==> src/rtl/mult_share_arbiter.sv <==
// Round-robin arbiter that shares one start/done sequential multiplier among NUM_REQ requesters.
// Optional WAIT-state watchdog is compiled in when MULT_ARB_TIMEOUT_EN is defined.
module mult_share_arbiter #(
  parameter int unsigned NUM_REQ        = 4,
  parameter int unsigned WIDTH          = 8,
  parameter int unsigned TIMEOUT_CYCLES = 64,
  localparam int unsigned ID_W          = (NUM_REQ > 1) ? $clog2(NUM_REQ) : 1
) (
  input  logic                     clk,
  input  logic                     rst,
  input  logic [NUM_REQ-1:0]       req,
  input  logic [NUM_REQ*WIDTH-1:0] req_a,
  input  logic [NUM_REQ*WIDTH-1:0] req_b,
  output logic [NUM_REQ-1:0]       ack,
  output logic                     rsp_valid,
  output logic [ID_W-1:0]          rsp_id,
  output logic [2*WIDTH-1:0]       rsp_product,
  output logic                     rsp_err,
  output logic                     busy,
  output logic                     mul_start,
  output logic [WIDTH-1:0]         mul_a,
  output logic [WIDTH-1:0]         mul_b,
  input  logic                     mul_done,
  input  logic [2*WIDTH-1:0]       mul_product
);

  typedef enum logic [1:0] {S_IDLE, S_ISSUE, S_WAIT, S_RESP} state_t;

  state_t               state_q, state_d;
  logic [ID_W-1:0]      id_q, id_d;
  logic [ID_W-1:0]      rr_q, rr_d;
  logic [ID_W-1:0]      win;
  logic                 found;
  logic                 done_q;
  logic                 completion;
  logic [NUM_REQ-1:0]   ack_d;
  logic                 valid_d;
  logic [ID_W-1:0]      rsp_id_d;
  logic [2*WIDTH-1:0]   prod_d;
  logic                 busy_d;
  logic                 start_d;
  logic [WIDTH-1:0]     a_d, b_d;
  logic [WIDTH-1:0]     op_a [NUM_REQ];
  logic [WIDTH-1:0]     op_b [NUM_REQ];

  if (NUM_REQ < 2 || NUM_REQ > 16 || WIDTH < 1 || TIMEOUT_CYCLES < 1) begin : g_bad_params
    $error("mult_share_arbiter: parameter out of range");
  end

  // Unpack the flat operand buses so the winner can be indexed directly.
  for (genvar i = 0; i < NUM_REQ; i++) begin : g_unpack
    assign op_a[i] = req_a[i*WIDTH +: WIDTH];
    assign op_b[i] = req_b[i*WIDTH +: WIDTH];
  end

  // A done level left over from the previous job must not count as completion.
  assign completion = mul_done & ~done_q;

`ifdef MULT_ARB_TIMEOUT_EN
  localparam int unsigned CNT_W = $clog2(TIMEOUT_CYCLES + 1);

  logic [CNT_W-1:0] tmo_q, tmo_d;
  logic             tmo_hit;
  logic             err_d;

  assign tmo_hit = (tmo_q == CNT_W'(TIMEOUT_CYCLES - 1));
`endif

  // First pending request at or after rr_q, wrapping past NUM_REQ-1.
  always_comb begin
    int unsigned idx;
    found = 1'b0;
    win   = '0;
    idx   = 0;
    for (int unsigned k = 0; k < NUM_REQ; k++) begin
      idx = 32'(rr_q) + k;
      if (idx >= NUM_REQ) idx = idx - NUM_REQ;
      if (!found && req[ID_W'(idx)]) begin
        found = 1'b1;
        win   = ID_W'(idx);
      end
    end
  end

  // Next state and next values of every registered output.
  always_comb begin
    state_d  = state_q;
    id_d     = id_q;
    rr_d     = rr_q;
    ack_d    = '0;
    start_d  = 1'b0;
    valid_d  = 1'b0;
    rsp_id_d = rsp_id;
    prod_d   = rsp_product;
    a_d      = mul_a;
    b_d      = mul_b;
`ifdef MULT_ARB_TIMEOUT_EN
    tmo_d    = tmo_q;
    err_d    = 1'b0;
`endif
    unique case (state_q)
      S_IDLE: begin
        if (found) begin
          state_d = S_ISSUE;
          id_d    = win;
          rr_d    = (win == ID_W'(NUM_REQ - 1)) ? '0 : win + 1'b1;
          a_d     = op_a[win];
          b_d     = op_b[win];
          ack_d   = NUM_REQ'(1) << win;
          start_d = 1'b1;
        end
      end
      S_ISSUE: begin
        state_d = S_WAIT;
`ifdef MULT_ARB_TIMEOUT_EN
        tmo_d   = '0;
`endif
      end
      S_WAIT: begin
        if (completion) begin
          state_d  = S_RESP;
          valid_d  = 1'b1;
          rsp_id_d = id_q;
          prod_d   = mul_product;
        end
`ifdef MULT_ARB_TIMEOUT_EN
        else if (tmo_hit) begin
          state_d  = S_RESP;
          valid_d  = 1'b1;
          rsp_id_d = id_q;
          prod_d   = '0;
          err_d    = 1'b1;
        end else begin
          tmo_d = tmo_q + 1'b1;
        end
`endif
      end
      S_RESP: begin
        state_d = S_IDLE;
      end
      default: begin
        state_d = S_IDLE;
      end
    endcase
    busy_d = (state_d != S_IDLE);
  end

  // State and output registers.
  always_ff @(posedge clk or posedge rst) begin
    if (rst) begin
      state_q     <= S_IDLE;
      id_q        <= '0;
      rr_q        <= '0;
      done_q      <= 1'b0;
      ack         <= '0;
      rsp_valid   <= 1'b0;
      rsp_id      <= '0;
      rsp_product <= '0;
      busy        <= 1'b0;
      mul_start   <= 1'b0;
      mul_a       <= '0;
      mul_b       <= '0;
    end else begin
      state_q     <= state_d;
      id_q        <= id_d;
      rr_q        <= rr_d;
      done_q      <= mul_done;
      ack         <= ack_d;
      rsp_valid   <= valid_d;
      rsp_id      <= rsp_id_d;
      rsp_product <= prod_d;
      busy        <= busy_d;
      mul_start   <= start_d;
      mul_a       <= a_d;
      mul_b       <= b_d;
    end
  end

`ifdef MULT_ARB_TIMEOUT_EN
  always_ff @(posedge clk or posedge rst) begin
    if (rst) begin
      tmo_q   <= '0;
      rsp_err <= 1'b0;
    end else begin
      tmo_q   <= tmo_d;
      rsp_err <= err_d;
    end
  end
`else
  assign rsp_err = 1'b0;
`endif

endmodule

==> config.mk <==
export PLATFORM = sky130hd
export DESIGN_NAME = mult_share_arbiter
export DESIGN_NICKNAME = d
export VERILOG_FILES = /design/src/rtl/mult_share_arbiter.sv
export SDC_FILE = /design/constraint.sdc
export NUM_CORES = 1
export LEC_CHECK = 0
export BUFFER_PORTS_ARGS = -buffer_cell sky130_fd_sc_hd__buf_4
export CORE_ASPECT_RATIO = 1.2
export CORE_MARGIN = 2
export CORE_UTILIZATION = 48
export DETAILED_ROUTE_END_ITERATION = 7
export HOLD_SLACK_MARGIN = 0.08
export MAX_ROUTING_LAYER = met4
export PLACE_DENSITY = 0.84
export SLEW_MARGIN = 40
export SYNTH_ARGS = -nofsm -noshare
export SYNTH_HDL_FRONTEND = slang
export SYNTH_SLANG_ARGS = --single-unit
==> constraint.sdc <==
create_clock -name clk -period 3 [get_ports clk]
set_input_delay 0.3 -clock clk [delete_from_list [all_inputs] [get_ports clk]]
set_output_delay 0.3 -clock clk [all_outputs]
set_load 0.01 [all_outputs]
# After elaboration in Yosys (flattened, before gate mapping)

Cells that the tools add are included.

Shift operators: 1
Add/sub/neg operators: 8
Bitwise logic cells: 3
Equality and inequality tests: 4
Multiplexer cells: 36
Reductions and logical operators: 10
$lt $le $gt $ge: 9

Operators with widths:

| kind                | count |
|---|---|
| $bmux 8 s2          | 2 |
| $mux 8              | 4 |
| $mux 2              | 11 |
| $ge 3x3->1 const B  | 4 |
| $lt 2x3->1 const B  | 4 |
| $mux 1              | 12 |
| $bmux 1 s2          | 4 |
| $mux 4              | 2 |
| $pmux 2 s4          | 1 |
| $sub 2x1->2 const B | 4 |
| $add 2x2->3 const B | 2 |
| $eq 2x2->1 const B  | 3 |
| $reduce_and 2->1    | 2 |
| $shl 1x2->4 const A | 1 |
| $add 2x1->3 const B | 1 |
| $ge 2x3->1 const B  | 1 |
| $logic_and 1x1->1   | 3 |
| $logic_not 1->1     | 3 |
| $not 2->3           | 1 |
| $add 2x1->2 const B | 1 |
| $eq 2x1->1 const B  | 1 |
| $logic_not 2->1     | 1 |
| $reduce_bool 2->1   | 1 |
| $and 1x1->1         | 1 |
| $not 1->1           | 1 |

Output and inout port bits: 42
Register bits after elaboration: 48
Word-level logic and storage cells: 83
Input port bits: 87

# Depth between registers and ports, before layout

Word-level depth: 18
Depth in mapped cells: 9
Depth with buffers taken out: 7

# Worst setup path after synthesis

OpenSTA, ideal clock, no wires.

Path kind: flip-flop to flip-flop
From: register state_q[0]
To: register rsp_id[1]
Path buffers: 2
Library setup time: 0.117 ns
Path slack: 1.340 ns
Data required time: 2.883 ns
Arrival time: 1.543 ns
Period minus slack after synthesis: 1.660 ns
Stages on the path, launching flop included: 9
Cell sequence: dfrtp_1 inv_1 ha_1 nand3b_1 clkbuf_1 clkinv_1 clkbuf_1 nand2_1 nand2_1

Cells in the longest elaborated chain, start to end: 2

RTL lines:

| element                    | RTL line | RTL |
|---|---|---|
| from (decl)                | 29       | `state_t state_q, state_d;` |
| from (signal assigned)     | 164      | `state_q <= state_d;` |
| $eq 2x2->1                 | 101      | `unique case (state_q)` |
| $reduce_and 2->1 (no line) | n/a      |  |
| to (signal assigned)       | 170      | `rsp_id <= rsp_id_d;` |
| to (decl)                  | 16       | `output logic [ID_W-1:0] rsp_id,` |

No other way between the ends.
A chain may end at the register's enable or synchronous reset.

# Final worst setup path

From: register rr_q[0]
To: register mul_b[6]

Cells in the longest elaborated chain, start to end: 18
Elaborated cells between the ends (all ways): 42
Classes of those cells: add/sub (7); order compare (4); mux (23); bitwise (1); reduce/logical (7)

RTL lines:

| element                                                              | RTL line | RTL |
|---|---|---|
| from (decl)                                                          | 31       | `logic [ID_W-1:0] rr_q, rr_d;` |
| from (signal assigned)                                               | 166      | `rr_q <= rr_d;` |
| parallel branches: the longest is 18 deep, another holds $add 2x1->3 | n/a      |  |
| to (signal assigned)                                                 | 162      | `mul_b <= '0;` |
| to (signal assigned)                                                 | 175      | `mul_b <= b_d;` |
| to (decl)                                                            | 22       | `output logic [WIDTH-1:0] mul_b,` |

Several ways; the timed one is not identified. The select of a mux whose other input is x is not followed.

==> run_results.csv <==
group,metric,value,unit
worst_setup_path,worstSetupEndpointType,"register",
clocking,cts_made_buffers,5,
worst_setup_path,timing.critical_path.buf_inv,1,
logic_synthesis,synth_enable_flop_cells,0,
job,maxCapViolations,0,
power_and_ir_drop,p_switching,1.15,mW
layout,area_growth,45.1,%
placed_design,port_buffers,127,
power_and_ir_drop,power.density,897,mW/mm²
clocking,clock_latency,0.29,ns
worst_setup_path,maximum_net_fanout_on_the_critical_path,21,
layout,final_core_util,73.1,%
clocking,cts_root_buf,"sky130_fd_sc_hd__clkbuf_8",
power_and_ir_drop,power_frac_clock,12.7,%
clocking,ctsHoldBuffers,0,
routing,drtAntennaViolNets,0,
sta,final-setup-viol-count,0,
power_and_ir_drop,power.static_leakage,1.88,nW
logic_synthesis,yosys_warnings,0,
clocking,cts_sinks,48,
die,initial_utilization,50.4,%
clocking,tritoncts_clock_tree,"built",
grt,antenna_found_initial,0,
logic_synthesis,synthesis.area_per_instance,10.7,µm²
die,core_region,0.00466,mm²
sta,unrepaired_setup_endpoints_after_global_routing,"no",
layout,num-nets-final,435,
layout,antenna_cells_inserted,0,
sta,worst-slew-pin-transition,0.664,ns
die,die_h,80.6,µm
placed_design,gpl.final_weighted_congestion,0.741,
routing,routed_wl,5880,µm
clocking,buffers_inserted_during_post_cts_setup_optimization,0,
logic_synthesis,synth-seq-cells,48,
grt,grt_max_degree,49,
sta,final-hold-violation-count,0,
grt,number_of_global_route_vias_before_repair,1987,
routing,vias,2091,
worst_setup_path,crit_path_top_delay_cell,"sky130_fd_sc_hd__o22ai_4",
routing,post_drt_via_cell_ratio,5.18,
power_and_ir_drop,power.sequential.fraction,35.9,%
grt,global_route_wire_length_before_repair,8960,µm
die,floorplan.die_area,0.00547,mm²
sta,totalNegativeSetupSlack,0,ns
logic_synthesis,synth_seq_area_share,51.1,%
worst_setup_path,critPathTopFamily,"compound AO/OA/AOI/OAI gates",
logic_synthesis,synthesis.instances,220,
routing,drt-wirelength-per-cell,14.5,µm
logic_synthesis,top_reg_cell_synth,"sky130_fd_sc_hd__dfrtp_1",
sta,min_period,1.99,ns
routing,drt_first_iter_violations,69,
logic_synthesis,syn_area,0.00235,mm²
sta,final_min_period_over_clock_period,66.3,%
clocking,htree_num_levels,2,
power_and_ir_drop,ir_drop_worst_case_vdd,0.535,mV
logic_synthesis,asyncSetResetFlopFracSynth,100,%
sta,finalClockSkew,0.00734,ns
clocking,post_cts_resize_count,0,
routing,drc_markers,0,
outcome,outcome,"completed",
die,floorplan.die.width,67.9,µm
clocking,clk_path_buf_depth,2,
sta,final_max_slew_viol_count,0,
worst_setup_path,worst-endpoint-required,3.17,ns
power_and_ir_drop,switching_share,37.6,%
worst_setup_path,worst_setup_start_kind,"register",
grt,globalRouteTotalUtil,22.4,%
power_and_ir_drop,share_comb_of_total_power,51.4,%
placed_design,hpwlAfterDp,4480,µm
sta,worst_slew_margin_rel,55.7,%
worst_setup_path,cp_slowest_stage_delay,0.52,ns
sta,timing.fmax,502,MHz
grt,globalRoute.totalOverflow,0,
power_and_ir_drop,cell_internal_pwr,1.91,mW
logic_synthesis,yosysUniqueCellTypes,32,
die,placement_rows,27,
clocking,cts.clk_slew.worst_paths,0.09,ns
worst_setup_path,timing.critical_path.cells,"o221a_1 -> o22ai_4 -> buf_12 -> mux2i_1 -> o221ai_2",
routing,drt_pass1_iterations,4,
worst_setup_path,timing_worst_setup_path_type,"reg -> reg",
die,boundaryPins,129,
layout,drive_gt1_share,44.5,%
min_path,worst_hold_check_path_type,"in -> async",
logic_synthesis,syn_nets,310,
worst_setup_path,worstPathArrival,2.16,ns
## logic make-up after synthesis
family	count (synthesis)	synth area share, %
AOI/OAI and AO/OA	27	12.5
other	1	0.160
buffers and inverters	21	6.02
muxes	32	13.6
adders and majority gates	3	1.60
DFF	48	51.1
and+or+nand+nor	88	15.0
## power groups by stage
stage | logic [mW] | registers (mW) | clock network (mW)
after floorplan | 0.887 | 1.20 | 0
after global placement | 1.55 | 1.10 | 0
after detailed placement | 1.60 | 1.11 | 0
after CTS | 1.60 | 1.10 | 0.400
after global routing | 1.73 | 1.13 | 0.430
final | 1.57 | 1.10 | 0.389
## layer usage
layer  track usage [%]  vias up  routed length (µm)  share of wire (%)
met3              7.14        7                 643                 11
li1                  -      996                   -                  -
met2              37.5      105                2970                 51
met1              26.2      983                2200                 37
met5                 -        -                   0                  0
met4              4.80        0                  59                1.0
## synth_stat cells (2+ instances only)
master,number,share of area [%]
sky130_fd_sc_hd__nand2_2,2,0.53
sky130_fd_sc_hd__o221ai_2,9,5.8
sky130_fd_sc_hd__o221ai_1,7,2.6
sky130_fd_sc_hd__nor2b_1,2,0.53
sky130_fd_sc_hd__o21ai_1,2,0.43
sky130_fd_sc_hd__clkbuf_1,5,0.80
sky130_fd_sc_hd__nor2_1,2,0.32
sky130_fd_sc_hd__buf_4,3,0.96
sky130_fd_sc_hd__dfrtp_1,48,51
sky130_fd_sc_hd__buf_12,2,1.7
sky130_fd_sc_hd__nand2_1,77,12
sky130_fd_sc_hd__mux2i_1,32,14
sky130_fd_sc_hd__nor3_1,2,0.43
sky130_fd_sc_hd__inv_2,4,0.64
sky130_fd_sc_hd__ha_1,3,1.6
sky130_fd_sc_hd__inv_1,4,0.64
## final cells by class
class | instances | area (µm²)
tap | 58 | 72.6
fill | 358 | 1250
inverter | 9 | 36.3
sequential | 48 | 1200
clock buffer | 8 | 90.1
multi-input combinational | 151 | 1020
timing repair buffer | 130 | 988
## state kept, by name, summed over array words and instances, names as in the netlist, 2 cells and up
| name | cells |
|---|---|
| state_q | 2 |
| mul_a | 8 |
| id_q | 2 |
| rsp_product | 16 |
| ack | 4 |
| rr_q | 2 |
| rsp_id | 2 |
| mul_b | 8 |
## through the flow
step / total power, mW / std cells / instance area, µm² / setup WS, ns / hold WS, ns
after floorplan: 2.09 / 220 / 2350 / 1.34 / 0.331
after global placement: 2.64 / 396 / 3320 / 1.01 / 0.421
after detailed placement: 2.70 / 396 / 3320 / 0.920 / 0.414
after CTS: 3.10 / 404 / 3410 / 0.998 / 0.0898
after global routing: 3.30 / 404 / 3410 / 0.893 / 0.104
final: 3.06 / 404 / 3410 / 1.01 / 0.0693
## cells in the final DEF (no fill, tap or decap)
cell and count:
sky130_fd_sc_hd__nor2_1 2, sky130_fd_sc_hd__o21ai_1 2, sky130_fd_sc_hd__o221ai_1 7, sky130_fd_sc_hd__o21ai_0 1, sky130_fd_sc_hd__clkbuf_1 2, sky130_fd_sc_hd__ha_1 3, sky130_fd_sc_hd__o221a_1 1, sky130_fd_sc_hd__o22ai_4 1
sky130_fd_sc_hd__inv_1 3, sky130_fd_sc_hd__nand2_2 2, sky130_fd_sc_hd__a21o_1 1, sky130_fd_sc_hd__o21bai_1 1, sky130_fd_sc_hd__dfrtp_1 48, sky130_fd_sc_hd__o41ai_4 1, sky130_fd_sc_hd__buf_4 129, sky130_fd_sc_hd__inv_2 4
sky130_fd_sc_hd__o31ai_1 1, sky130_fd_sc_hd__clkinv_1 1, sky130_fd_sc_hd__or2_1 1, sky130_fd_sc_hd__and2_1 1, sky130_fd_sc_hd__inv_4 1, sky130_fd_sc_hd__conb_1 1, sky130_fd_sc_hd__nor3_1 2, sky130_fd_sc_hd__a21oi_1 1
sky130_fd_sc_hd__nand3b_1 1, sky130_fd_sc_hd__nand2_1 77, sky130_fd_sc_hd__o221ai_2 9, sky130_fd_sc_hd__o22a_1 1, sky130_fd_sc_hd__buf_12 1, sky130_fd_sc_hd__mux2i_1 32, sky130_fd_sc_hd__clkbuf_8 6, sky130_fd_sc_hd__nor2b_1 2
## worst paths after layout
| check | start | endpoint | slack (ns) | cells past startpoint |
|---|---|---|---|---|
| min in group clk | mul_done | done_q | 0.12 | 1 |
| setup / recovery | rr_q[0] | mul_b[6] | 1.01 | 5 |
| setup reg to reg | rr_q[0] | mul_b[6] | 1.01 | 5 |
| hold reg to reg | rsp_product[6] | rsp_product[6] | 0.48 | 2 |
| max in group asynchronous | rst | rr_q[0] | 2.54 | 2 |
| hold / removal | rst | mul_b[0] | 0.07 | 2 |
(Power assumes the default switching activity.)
